`config.mk`:
```
export PLATFORM = sky130hd
export DESIGN_NAME = regfile_seq_flat
export DESIGN_NICKNAME = d
export VERILOG_FILES = /design/src/rtl/regfile_seq_if.sv /design/src/rtl/regfile_seq.sv /design/src/flat_wrapper.sv
export SDC_FILE = /design/constraint.sdc
export NUM_CORES = 1
export LEC_CHECK = 0
export CAP_MARGIN = 25
export CORE_ASPECT_RATIO = 0.8
export CORE_UTILIZATION = 41
export DETAILED_ROUTE_END_ITERATION = 10
export GPL_TIMING_DRIVEN = 0
export MAX_ROUTING_LAYER = met4
export PLACE_DENSITY = 0.72
export SETUP_SLACK_MARGIN = 0.5
export SLEW_MARGIN = 40
export SYNTH_ARGS = -nofsm -noshare
export SYNTH_HDL_FRONTEND = slang
export SYNTH_SLANG_ARGS = --single-unit
```
`constraint.sdc`:
```
create_clock -name clk -period 1.8 [get_ports clk]
set_input_delay 0.36 -clock clk [delete_from_list [all_inputs] [get_ports clk]]
set_output_delay 0.36 -clock clk [all_outputs]
set_load 0.02 [all_outputs]
```
`src/rtl/regfile_seq_if.sv`:
```
// regfile_seq_if: instruction handshake, ALU handshake and register-file command bundle.
// The sequencer connects through the slave modport; the instruction/ALU source uses master.
interface regfile_seq_if;
    logic       instr_valid;
    logic       instr_ready;
    logic [2:0] op;
    logic [2:0] rn;
    logic [7:0] imm;
    logic       alu_done;
    logic       alu_start;
    logic [2:0] mux_sel;
    logic [2:0] reg_sel;
    logic [1:0] enab;
    logic [2:0] seg;
    logic [7:0] or2;
    logic       done;
    logic       err;

    modport master (
        output instr_valid, op, rn, imm, alu_done,
        input  instr_ready, alu_start, mux_sel, reg_sel, enab, seg, or2, done, err
    );

    modport slave (
        input  instr_valid, op, rn, imm, alu_done,
        output instr_ready, alu_start, mux_sel, reg_sel, enab, seg, or2, done, err
    );
endinterface

```
`src/rtl/regfile_seq.sv`:
```
// regfile_seq: sequences register-file commands and an external ALU for one instruction at a time.
// Define REGFILE_SEQ_TIMEOUT_EN to bound the ALU wait to ALU_TMO cycles (error completion).
module regfile_seq #(
    parameter int unsigned ALU_TMO = 15
) (
    input logic          clk,
    input logic          rst_n,
    regfile_seq_if.slave bus
);
    typedef enum logic [2:0] {
        StIdle, StClear, StWrite, StRead, StWaitAlu, StWb, StDone
    } state_e;

    state_e     state_q, state_d;
    logic [2:0] op_q, op_d, rn_q, rn_d;
    logic [7:0] or2_q, or2_d;
    logic [2:0] mux_q, mux_d, rsel_q, rsel_d, seg_q, seg_d;
    logic [1:0] enab_q, enab_d;
    logic       ready_q, ready_d, start_q, start_d, done_q, done_d, err_q, err_d;
    logic       accept, tmo_hit;

    // ready_q is the registered copy of "in IDLE", so it also masks the first edge out of reset.
    assign accept = ready_q && bus.instr_valid;

`ifdef REGFILE_SEQ_TIMEOUT_EN
    localparam int unsigned CntW = (ALU_TMO > 1) ? $clog2(ALU_TMO) : 1;
    logic [CntW-1:0] cnt_q, cnt_d;

    // cnt_q holds the number of WAIT_ALU cycles already completed.
    assign cnt_d   = (state_q == StWaitAlu) ? cnt_q + CntW'(1) : '0;
    assign tmo_hit = (cnt_q == CntW'(ALU_TMO - 1));

    always_ff @(posedge clk or negedge rst_n) begin
        if (!rst_n) cnt_q <= '0;
        else        cnt_q <= cnt_d;
    end
`else
    logic unused_tmo;
    assign unused_tmo = |ALU_TMO;
    assign tmo_hit    = 1'b0;
`endif

    always_comb begin
        state_d = state_q;
        op_d    = op_q;
        rn_d    = rn_q;
        or2_d   = or2_q;
        err_d   = 1'b0;
        unique case (state_q)
            StIdle: begin
                if (accept) begin
                    op_d = bus.op;
                    rn_d = bus.rn;
                    unique case (bus.op)
                        3'b000:         state_d = StDone;
                        3'b001:         state_d = StClear;
                        3'b010, 3'b011: state_d = StWrite;
                        3'b100: begin
                            state_d = StWrite;
                            or2_d   = bus.imm;
                        end
                        3'b101:         state_d = StRead;
                        default: begin
                            state_d = StDone;
                            err_d   = 1'b1;
                        end
                    endcase
                end
            end
            StClear, StWrite, StWb: state_d = StDone;
            StRead:                 state_d = StWaitAlu;
            StWaitAlu: begin
                if (bus.alu_done) begin
                    state_d = StWb;
                end else if (tmo_hit) begin
                    state_d = StDone;
                    err_d   = 1'b1;
                end
            end
            StDone:                 state_d = StIdle;
            default:                state_d = StIdle;
        endcase

        // Outputs are decoded from the next state so they are registered with it.
        ready_d = (state_d == StIdle);
        enab_d  = 2'b10;
        mux_d   = 3'b000;
        rsel_d  = 3'b000;
        seg_d   = 3'b000;
        start_d = 1'b0;
        done_d  = 1'b0;
        case (state_d)
            StClear: enab_d = 2'b00;
            StWrite: begin
                enab_d = 2'b01;
                case (op_d)
                    3'b010: seg_d = rn_d;
                    3'b011: begin
                        mux_d  = 3'b001;
                        rsel_d = rn_d;
                    end
                    default: begin
                        mux_d = 3'b010;
                        seg_d = rn_d;
                    end
                endcase
            end
            StRead: begin
                enab_d  = 2'b11;
                seg_d   = rn_d;
                start_d = 1'b1;
            end
            StWb: begin
                enab_d = 2'b01;
                mux_d  = 3'b011;
            end
            StDone:  done_d = 1'b1;
            default: ;
        endcase
    end

    always_ff @(posedge clk or negedge rst_n) begin
        if (!rst_n) begin
            state_q <= StIdle;
            op_q    <= 3'b000;
            rn_q    <= 3'b000;
            or2_q   <= 8'h00;
            ready_q <= 1'b0;
            enab_q  <= 2'b10;
            mux_q   <= 3'b000;
            rsel_q  <= 3'b000;
            seg_q   <= 3'b000;
            start_q <= 1'b0;
            done_q  <= 1'b0;
            err_q   <= 1'b0;
        end else begin
            state_q <= state_d;
            op_q    <= op_d;
            rn_q    <= rn_d;
            or2_q   <= or2_d;
            ready_q <= ready_d;
            enab_q  <= enab_d;
            mux_q   <= mux_d;
            rsel_q  <= rsel_d;
            seg_q   <= seg_d;
            start_q <= start_d;
            done_q  <= done_d;
            err_q   <= err_d;
        end
    end

    assign bus.instr_ready = ready_q;
    assign bus.enab        = enab_q;
    assign bus.mux_sel     = mux_q;
    assign bus.reg_sel     = rsel_q;
    assign bus.seg         = seg_q;
    assign bus.or2         = or2_q;
    assign bus.alu_start   = start_q;
    assign bus.done        = done_q;
    assign bus.err         = err_q;
endmodule

```
`src/flat_wrapper.sv`:
```
// flat-port wrapper written by rule: the top's interface ports become plain ports
module regfile_seq_flat 
#(
    parameter int unsigned ALU_TMO = 15
)
  (clk, rst_n, bus_instr_valid, bus_op, bus_rn, bus_imm, bus_alu_done, bus_instr_ready, bus_alu_start, bus_mux_sel, bus_reg_sel, bus_enab, bus_seg, bus_or2, bus_done, bus_err);
  regfile_seq_if bus_i ();
  input logic clk;
  input logic rst_n;
  input wire logic [$bits(bus_i.instr_valid)-1:0] bus_instr_valid;
  input wire logic [$bits(bus_i.op)-1:0] bus_op;
  input wire logic [$bits(bus_i.rn)-1:0] bus_rn;
  input wire logic [$bits(bus_i.imm)-1:0] bus_imm;
  input wire logic [$bits(bus_i.alu_done)-1:0] bus_alu_done;
  output wire logic [$bits(bus_i.instr_ready)-1:0] bus_instr_ready;
  output wire logic [$bits(bus_i.alu_start)-1:0] bus_alu_start;
  output wire logic [$bits(bus_i.mux_sel)-1:0] bus_mux_sel;
  output wire logic [$bits(bus_i.reg_sel)-1:0] bus_reg_sel;
  output wire logic [$bits(bus_i.enab)-1:0] bus_enab;
  output wire logic [$bits(bus_i.seg)-1:0] bus_seg;
  output wire logic [$bits(bus_i.or2)-1:0] bus_or2;
  output wire logic [$bits(bus_i.done)-1:0] bus_done;
  output wire logic [$bits(bus_i.err)-1:0] bus_err;
  assign bus_i.instr_valid = bus_instr_valid;
  assign bus_i.op = bus_op;
  assign bus_i.rn = bus_rn;
  assign bus_i.imm = bus_imm;
  assign bus_i.alu_done = bus_alu_done;
  assign bus_instr_ready = bus_i.instr_ready;
  assign bus_alu_start = bus_i.alu_start;
  assign bus_mux_sel = bus_i.mux_sel;
  assign bus_reg_sel = bus_i.reg_sel;
  assign bus_enab = bus_i.enab;
  assign bus_seg = bus_i.seg;
  assign bus_or2 = bus_i.or2;
  assign bus_done = bus_i.done;
  assign bus_err = bus_i.err;
  regfile_seq #(.ALU_TMO(ALU_TMO)) u_core (.clk(clk), .rst_n(rst_n), .bus(bus_i));
endmodule
```
; ---- After elaboration in Yosys (flattened, before gate mapping)
; Cells that the tools add are included.
[word_totals]
register_bits = 32
word_cells = 58
[op_classes]
mux = 20
n_reduce_logical = 9
n_eq_ne = 17
[ops]
columns = operator, count
row1 = $mux 3, 9
row2 = $eq 3x2->1 const B, 8
row3 = $eq 3x3->1 const B, 6
row4 = $pmux 3 s2, 2
row5 = $pmux 3 s4, 1
row6 = $eq 3x1->1 const B, 3
row7 = $logic_not 3->1, 3
row8 = $pmux 3 s3, 1
row9 = $pmux 2 s3, 1
row10 = $reduce_or 3->1, 2
row11 = $reduce_or 6->1, 1
row12 = $mux 1, 5
row13 = $pmux 2 s2, 1
row14 = $reduce_and 3->1, 1
row15 = $reduce_or 2->1, 1
row16 = $logic_and 1x1->1, 1

; ---- Logic depth before layout (Yosys ltp)
; Gate-level depths: netlist (run 1).
[depth]
ltp_word = 8
ltp_mapped = 4
mapped_depth_nobuf = 3

; ---- Least setup slack after synthesis (run 1)
; Ideal clock, no wire load.
[synth_path]
kind = register to register
startpoint = register u_core.state_q[1]
endpoint = register u_core.or2_q[0], in the netlist u_core.bus.or2[0]
setup_ns = 0.125
slack_ns = 0.273
path_buffers = 0
t_arrival_ns = 1.402
stages_incl_launch_ff = 4
cell_sequence = dfrtp_1 > nor4b_4 > nand4_4 > mux2_2
[synth_via]
elab_chain_len = 2
[synth_lines]
columns = element, line_no
row1 = start: declaration, regfile_seq.sv:14  ; state_e state_q, state_d;
row2 = start signal: assignment, regfile_seq.sv:124  ; state_q <= StIdle;
row3 = start signal: assignment, regfile_seq.sv:137  ; state_q <= state_d;
row4 = $logic_not 3->1, regfile_seq.sv:49  ; unique case (state_q)
row5 = $reduce_and 3->1 (no source line), n/a
row6 = end signal: assignment, regfile_seq.sv:140  ; or2_q <= or2_d;
row7 = end: declaration, regfile_seq.sv:16  ; logic [7:0] or2_q, or2_d;
; Every way passes these cells.
; A chain may end at the register's enable or synchronous reset.

; ---- Final worst setup path (run 1)
[layout_path]
startpoint = input bus_op[1]
endpoint = register u_core.or2_q[4], in the netlist u_core.bus.or2[4]
[layout_via]
elab_chain_len = 2
[layout_lines]
columns = element, line_no
row1 = start: declaration, flat_wrapper.sv:11  ; input wire logic [$bits(bus_i.op)-1:0] bus_op;
row2 = $eq 3x3->1, regfile_seq.sv:54  ; unique case (bus.op)
row3 = $reduce_and 3->1 (no source line), n/a
; Every way passes these cells.

==> results of run 1 <==
[layout by cell type, fill, tap and decap left out, types with 2 or more instances in the layout]
cell and n:
nor2_1 8, mux2_2 8, buf_4 6, nor3_1 2, buf_6 5, clkbuf_1 4
clkdlybuf4s50_1 14, nor3b_1 2, o211ai_1 2, nand2_1 5, dfrtp_1 22, nand3_1 2
nand4_4 2, o21ai_2 3, dfrtp_2 2, buf_2 23, and2_1 4, inv_1 3
clkbuf_4 3
[cells in the mapped netlist (all sizes together), types with 2 or more instances]
master | number | area share, %
and2 | 4 | 2.4
nor3b | 2 | 1.4
clkbuf | 4 | 1.4
nor2b | 2 | 1.2
buf | 2 | 1.2
dfrtp | 24 | 58
o21ai | 5 | 2.4
nand4 | 2 | 2.6
mux2 | 8 | 8.6
nand3 | 2 | 0.96
nor3 | 3 | 1.4
o211ai | 2 | 1.4
nor2 | 8 | 2.9
nand2 | 6 | 2.2
inv | 3 | 1.1
[how the worst max path moves through the flow]
stage,start,endpoint,slack [ps],depth (start not counted)
final,bus_op[1],u_core.bus.or2[4]$_DFFE_PN0P_,300,4
after global routing,u_core.bus.instr_ready$_DFF_PN0_,u_core.bus.or2[4]$_DFFE_PN0P_,260,3
after CTS,u_core.state_q[1]$_DFF_PN0_,u_core.bus.or2[5]$_DFFE_PN0P_,320,4
after detailed placement,bus_instr_valid,u_core.bus.or2[4]$_DFFE_PN0P_,-190,4
after global placement,bus_instr_valid,u_core.bus.or2[2]$_DFFE_PN0P_,-170,4
after floorplan,u_core.state_q[2]$_DFF_PN0_,u_core.bus.or2[0]$_DFFE_PN0P_,290,3
[worst max-delay path: stages]
cell	delay, ps
clkdlybuf4s50_1	430
nor2_1	380
nand4_4	210
mux2_2	330
[metrics by stage]
step | instance area [um^2] | util [%] | instances | setup TNS (ps) | power, mW
after global routing | 1510 | 66.6 | 173 | 0 | 1.93
after global placement | 1460 | 64.1 | 159 | -1350 | 1.53
after CTS | 1460 | 64.4 | 171 | 0 | 1.77
after floorplan | 1040 | - | 88 | 0 | 1.21
final | 1510 | 66.6 | 173 | 0 | 1.83
after detailed placement | 1450 | 63.9 | 159 | -1550 | 1.55
[routing by layer]
layer,GRT usage [%],vias up,routed length (um)
met5,-,-,0
met4,5.71,0,23
met3,5.23,2,113
met2,29.0,23,1110
met1,21.7,417,1050
li1,-,403,-
[what timing repair did]
action                                  in CTS  in global routing
pin swaps                                    7                  6
endpoints found under the setup margin      46                 26
gates cloned                                 1                  0
setup buffers                                7                  2
endpoints found under the hold margin        0                  0
resized for setup                           93                 17
[registers in the layout, indices dropped and copies added, names as in the netlist, 2 cells and up]
| name | flops |
|---|---|
| u_core.bus.enab | 2 |
| u_core.bus.or2 | 8 |
| u_core.bus.reg_sel | 3 |
| u_core.bus.seg | 3 |
| u_core.state_q | 3 |
| u_core.bus.mux_sel | 2 |
[power by group through the flow]
stage / Combinational, mW / Sequential (mW) / Clock (mW)
2_1_floorplan: 0.243 / 0.964 / 0
3_3_place_gp: 0.721 / 0.811 / 0
3_5_place_dp: 0.727 / 0.818 / 0
4_1_cts: 0.723 / 0.793 / 0.253
5_1_grt: 0.845 / 0.813 / 0.275
6_report: 0.793 / 0.796 / 0.241
[area by class of cell]
cell class | count | area, um^2
Fill cell | 173 | 759
Sequential cell | 25 | 629
Multi-Input combinational cell | 55 | 429
Timing Repair Buffer | 46 | 344
Tap cell | 34 | 42.5
Buffer | 6 | 28.8
Clock buffer | 4 | 26.3
Inverter | 3 | 11.3
[cell families (layout without fill, tap and decap cells)]
kind of cell	Yosys count	after routing
AO/OA/AOI/OAI	11	11
buffers and inverters	9	59
flip-flops	25	25
multiplexers	8	8
other	1	1
AND/OR/NAND/NOR	34	35
==> run_results.csv, run 1 <==
group,metric,value,unit
worst_setup_path,start_kind,"input port",
global_route,grt_overflow_total,0,
cells_and_area,antenna_cells,0,
pwr,p_sw_share,36.5,%
clock_tree,cts_tree,"yes",
drt,post_drt_wl_per_cell,13.3,um
place,gp_congestion,0.798,
pwr,ir_drop,0.651,mV
global_route,grt_pass1_vias,726,
cells_and_area,nets,158,
worst_setup_path,path_max_fanout,5,
global_route,grt_usage,17.8,%
drt,vias_per_cell,4.88,
pwr,total_switching_power,0.668,mW
synthesis,synth_area,1040,um^2
pwr,internal_power,1.16,mW
worst_setup_path,r2r_slack,320,ps
worst_setup_path,cp.required,2010,ps
pwr,leakage,0.775,nW
pwr,pwr-share-clk,13.1,%
drt,dr.pass1.iters,4,
synthesis,synth-compound-area-share,6.59,%
synthesis,synth-seq-cells,25,
timing,worst_pin_slew,579,ps
timing,layout_min_cycle_time,1500,ps
timing,rsz0062_at_grt,"true",
die,die_h,47.1,um
drt,vias,845,
clock_tree,clk_pin_slew_worst_paths,120,ps
worst_setup_path,cp-end-kind,"flip-flop",
synthesis,yosys_warnings,0,
synthesis,syn_nets,106,
timing,post-route-period-util,83.3,%
die,ioPinCount,41,
synthesis,muxShareOfSynthArea,8.63,%
drt,ant_nets,0,
place,dp_slack,-187,ps
clock_tree,hold_buffers,0,
synthesis,ys_types,28,
synthesis,synth_adder_area_share,0,%
status,outcome,"completed",
timing,timing.fmax,0.667,GHz
pwr,seqPwrFrac,43.5,%
place,port_buffers,37,
pwr,combPwrFrac,43.3,%
die,die_area,2750,um^2
worst_hold_path,worstHoldPathType,"in2async",
global_route,antenna_found_initial,0,
synthesis,synth_ff_type,"dfrtp_1",
clock_tree,clock_path_buffers,2,
global_route,grt_max_degree,26,
synthesis,synth_area_per_cell,11.9,um^2
timing,hold_ws,6.89,ps
die,core,2270,um^2
clock_tree,cts_buffers,3,
die,initial_core_util,46.0,%
worst_setup_path,arrival,1710,ps
synthesis,synth-seq-area-share,60.1,%
timing,finalSetupViolations,0,
timing,slew_violations,0,
cells_and_area,drive_gt1_share,43.2,%
run,cap_viol_max_count,0,
place,dp_hpwl,1470,um
pwr,powerDensity,1210,nW/um^2
die,die_w,58.4,um
synthesis,async_flop_share,100,%
synthesis,synth_edf_count,0,
global_route,grt_pass1_wl,3390,um
drt,drt-total-wl,2300,um
clock_tree,clkLatencyLatePin,310,ps
die,row_count,15,
timing,slew_headroom,61.4,%
worst_setup_path,r2r_start,"u_core.state_q[0]$_DFF_PN0_",
synthesis,synth_top_family_by_area,"simple AND/OR/NAND/NOR gates",
drt,drcViolationCount,0,
timing,finalClockSkew,2.27,ps
timing,hold_violations,0,
clock_tree,clockRootBuffer,"clkbuf_4",
synthesis,synth_cells,88,
worst_setup_path,ff2ff_path_depth,4,
clock_tree,cts.sinks,25,
timing,setup_slack,300,ps
worst_setup_path,r2r-end,"u_core.bus.or2[4]$_DFFE_PN0P_",
worst_setup_path,path_class,"in2reg",
synthesis,synth-simple-area-share,20.6,%
drt,first_iter_violations,20,
clock_tree,cts-htree-levels,1,
cells_and_area,areaGrowthSynthToFinish,44.8,%
synthesis,synth_xor_area_share,0,%
No activity file was read; power rests on OpenSTA's default activity.
==> run 2, diff against run 1 <==
- clock period: 1.8 -> 1.45 ns (I/O delays scaled with it)
==> run_results.csv, run 2 (same netlist as run 1, synthesis figures left out) <==
group,metric,value,unit
clock_tree,cts_tree,"yes",
timing,hold_violations,0,
place,port_buffers,37,
die,core,2270,um^2
worst_setup_path,r2r_slack,-110,ps
cells_and_area,nets,161,
clock_tree,cts-htree-levels,1,
die,ioPinCount,41,
drt,first_iter_violations,9,
drt,ant_nets,0,
timing,slew_violations,0,
run,cap_viol_max_count,0,
cells_and_area,final_cell_mix,"26 x buf_6, 21 x dfrtp_1, 14 x clkdlybuf4s50_1",
pwr,finalPower,2.41,mW
timing,layout_min_cycle_time,1560,ps
global_route,grt_pass1_vias,839,
worst_setup_path,path_class,"reg2reg",
die,row_count,15,
worst_setup_path,r2r-end,"u_core.bus.or2[0]$_DFFE_PN0P_",
die,initial_core_util,46.0,%
clock_tree,clockRootBuffer,"clkbuf_4",
timing,setup_slack,-110,ps
place,gp_congestion,0.773,
timing,post-route-period-util,108,%
place,dp_hpwl,1510,um
status,violations,"setup timing",
cells_and_area,antenna_cells,0,
cells_and_area,areaGrowthSynthToFinish,57.4,%
drt,vias,840,
drt,dr.pass1.iters,4,
die,die_area,2750,um^2
pwr,ir_drop,1.03,mV
pwr,powerDensity,1460,nW/um^2
pwr,seqPwrFrac,42.9,%
worst_hold_path,holdPathEnd,"u_core.bus.enab[1]$_DFF_PN1_",
timing,timing.fmax,0.641,GHz
timing,finalClockSkew,0.886,ps
timing,rsz0062_at_grt,"true",
place,place_area,1450,um^2
pwr,internal_power,1.57,mW
worst_hold_path,hold_path_depth,3,
drt,drcViolationCount,0,
global_route,grt_usage,19.4,%
worst_setup_path,ff2ff_path_depth,4,
pwr,combPwrFrac,44.6,%
worst_setup_path,start_kind,"flip-flop",
clock_tree,clk_pin_slew_worst_paths,130,ps
pwr,pwr-share-clk,12.5,%
cells_and_area,largest_register_ffs,8,
worst_setup_path,r2r_start,"u_core.state_q[2]$_DFF_PN0_",
cells_and_area,final_common_cell,"buf_6",
timing,finalSetupViolations,17,
clock_tree,cts_buffers,3,
die,die_w,58.4,um
pwr,total_switching_power,0.838,mW
worst_setup_path,cp-end-kind,"flip-flop",
global_route,grt_max_degree,26,
global_route,grt_pass1_wl,3690,um
worst_hold_path,worstHoldPathType,"in2reg",
worst_hold_path,holdCritStartpoint,"bus_op[2]",
worst_setup_path,arrival,1770,ps
cells_and_area,drive_gt1_share,43.0,%
worst_setup_path,path_max_fanout,6,
clock_tree,cts.sinks,25,
drt,drt-total-wl,2340,um
pwr,p_sw_share,34.8,%
pwr,leakage,0.800,nW
drt,post_drt_wl_per_cell,13.3,um
cells_and_area,fin_area,1640,um^2
clock_tree,clock_path_buffers,2,
worst_setup_path,cp.required,1660,ps
cells_and_area,fin_util,72.3,%
die,die_h,47.1,um
global_route,grt_overflow_total,0,
global_route,antenna_found_initial,0,
clock_tree,clkLatencyLatePin,310,ps
drt,vias_per_cell,4.77,
status,outcome,"complete, but fails checks",
==> run 2: changes by cell type in the layout (fill, tap and decap cells not counted), moves of 2 or more <==
cell	before	now
buf_2	23	2
buf_6	5	26
buf_4	6	8
o21ai_2	3	1
==> run 2: area by class of cell <==
type                    instances  area [um^2]
plain buffers                   6         28.8
clock buffers                   4         26.3
fillers                       169          628
inverters                       3         11.3
multi-input cells              54          395
flip-flops and latches         25          631
well taps                      34         42.5
repair buffers                 50          508
==> run 2: power groups by stage <==
stage | registers [mW] | logic (mW) | clock network, mW
global route | 1.05 | 1.15 | 0.339
finish | 1.03 | 1.07 | 0.301
detailed placement | 1.02 | 0.913 | 0
CTS | 1.02 | 1.04 | 0.311
floorplan | 1.20 | 0.306 | 0
global placement | 1.01 | 0.898 | 0
==> run 2: how the worst max path moves through the flow <==
stage | endpoint | slack, ps | start | depth (start not counted)
2_1_floorplan | u_core.bus.or2[0]$_DFFE_PN0P_ | -60 | u_core.state_q[2]$_DFF_PN0_ | 3
3_3_place_gp | u_core.bus.or2[2]$_DFFE_PN0P_ | -440 | bus_instr_valid | 4
3_5_place_dp | u_core.bus.or2[6]$_DFFE_PN0P_ | -480 | bus_instr_valid | 4
4_1_cts | u_core.bus.or2[4]$_DFFE_PN0P_ | -60 | u_core.state_q[1]$_DFF_PN0_ | 4
5_1_grt | u_core.bus.or2[0]$_DFFE_PN0P_ | -160 | u_core.state_q[2]$_DFF_PN0_ | 4
6_report | u_core.bus.or2[0]$_DFFE_PN0P_ | -110 | u_core.state_q[2]$_DFF_PN0_ | 4
==> run 2: worst max-delay path: stages (launching register included) <==
cell and delay (ps):
dfrtp_2 470, nor4b_4 390, nand4_4 160, buf_6 170
mux2_2 270
==> run 2: what timing repair did <==
item / 4_1_cts / 5_1_grt
resized for setup: 138 / 9
pin swaps: 3 / 4
hold buffers: 1 / 0
gates cloned: 0 / 0
buffers inserted: 10 / 2
setup endpoints to repair: 47 / 71
endpoints found under the hold margin: 24 / 0
==> run 2: stage by stage <==
| step | setup TNS [ps] | hold slack (ps) | setup WS, ps | instances |
|---|---|---|---|---|
| floorplan | -479 | -5.59 | -59.8 | 88 |
| global placement | -10720 | 487 | -439 | 159 |
| detailed placement | -7350 | 307 | -481 | 159 |
| CTS | -444 | 361 | -57.6 | 174 |
| global route | -2600 | 406 | -164 | 176 |
| finish | -1140 | 373 | -110 | 176 |
==> run 2: metal layers <==
layer / part of all wire (%) / track usage [%] / routed length [um] / up-vias
met1: 43 / 22.9 / 995 / 400
met2: 50 / 32.2 / 1160 / 32
met4: 1.5 / 6.67 / 34 / 0
met3: 6.4 / 6.06 / 150 / 4
met5: 0 / - / 0 / -
li1: - / - / - / 404
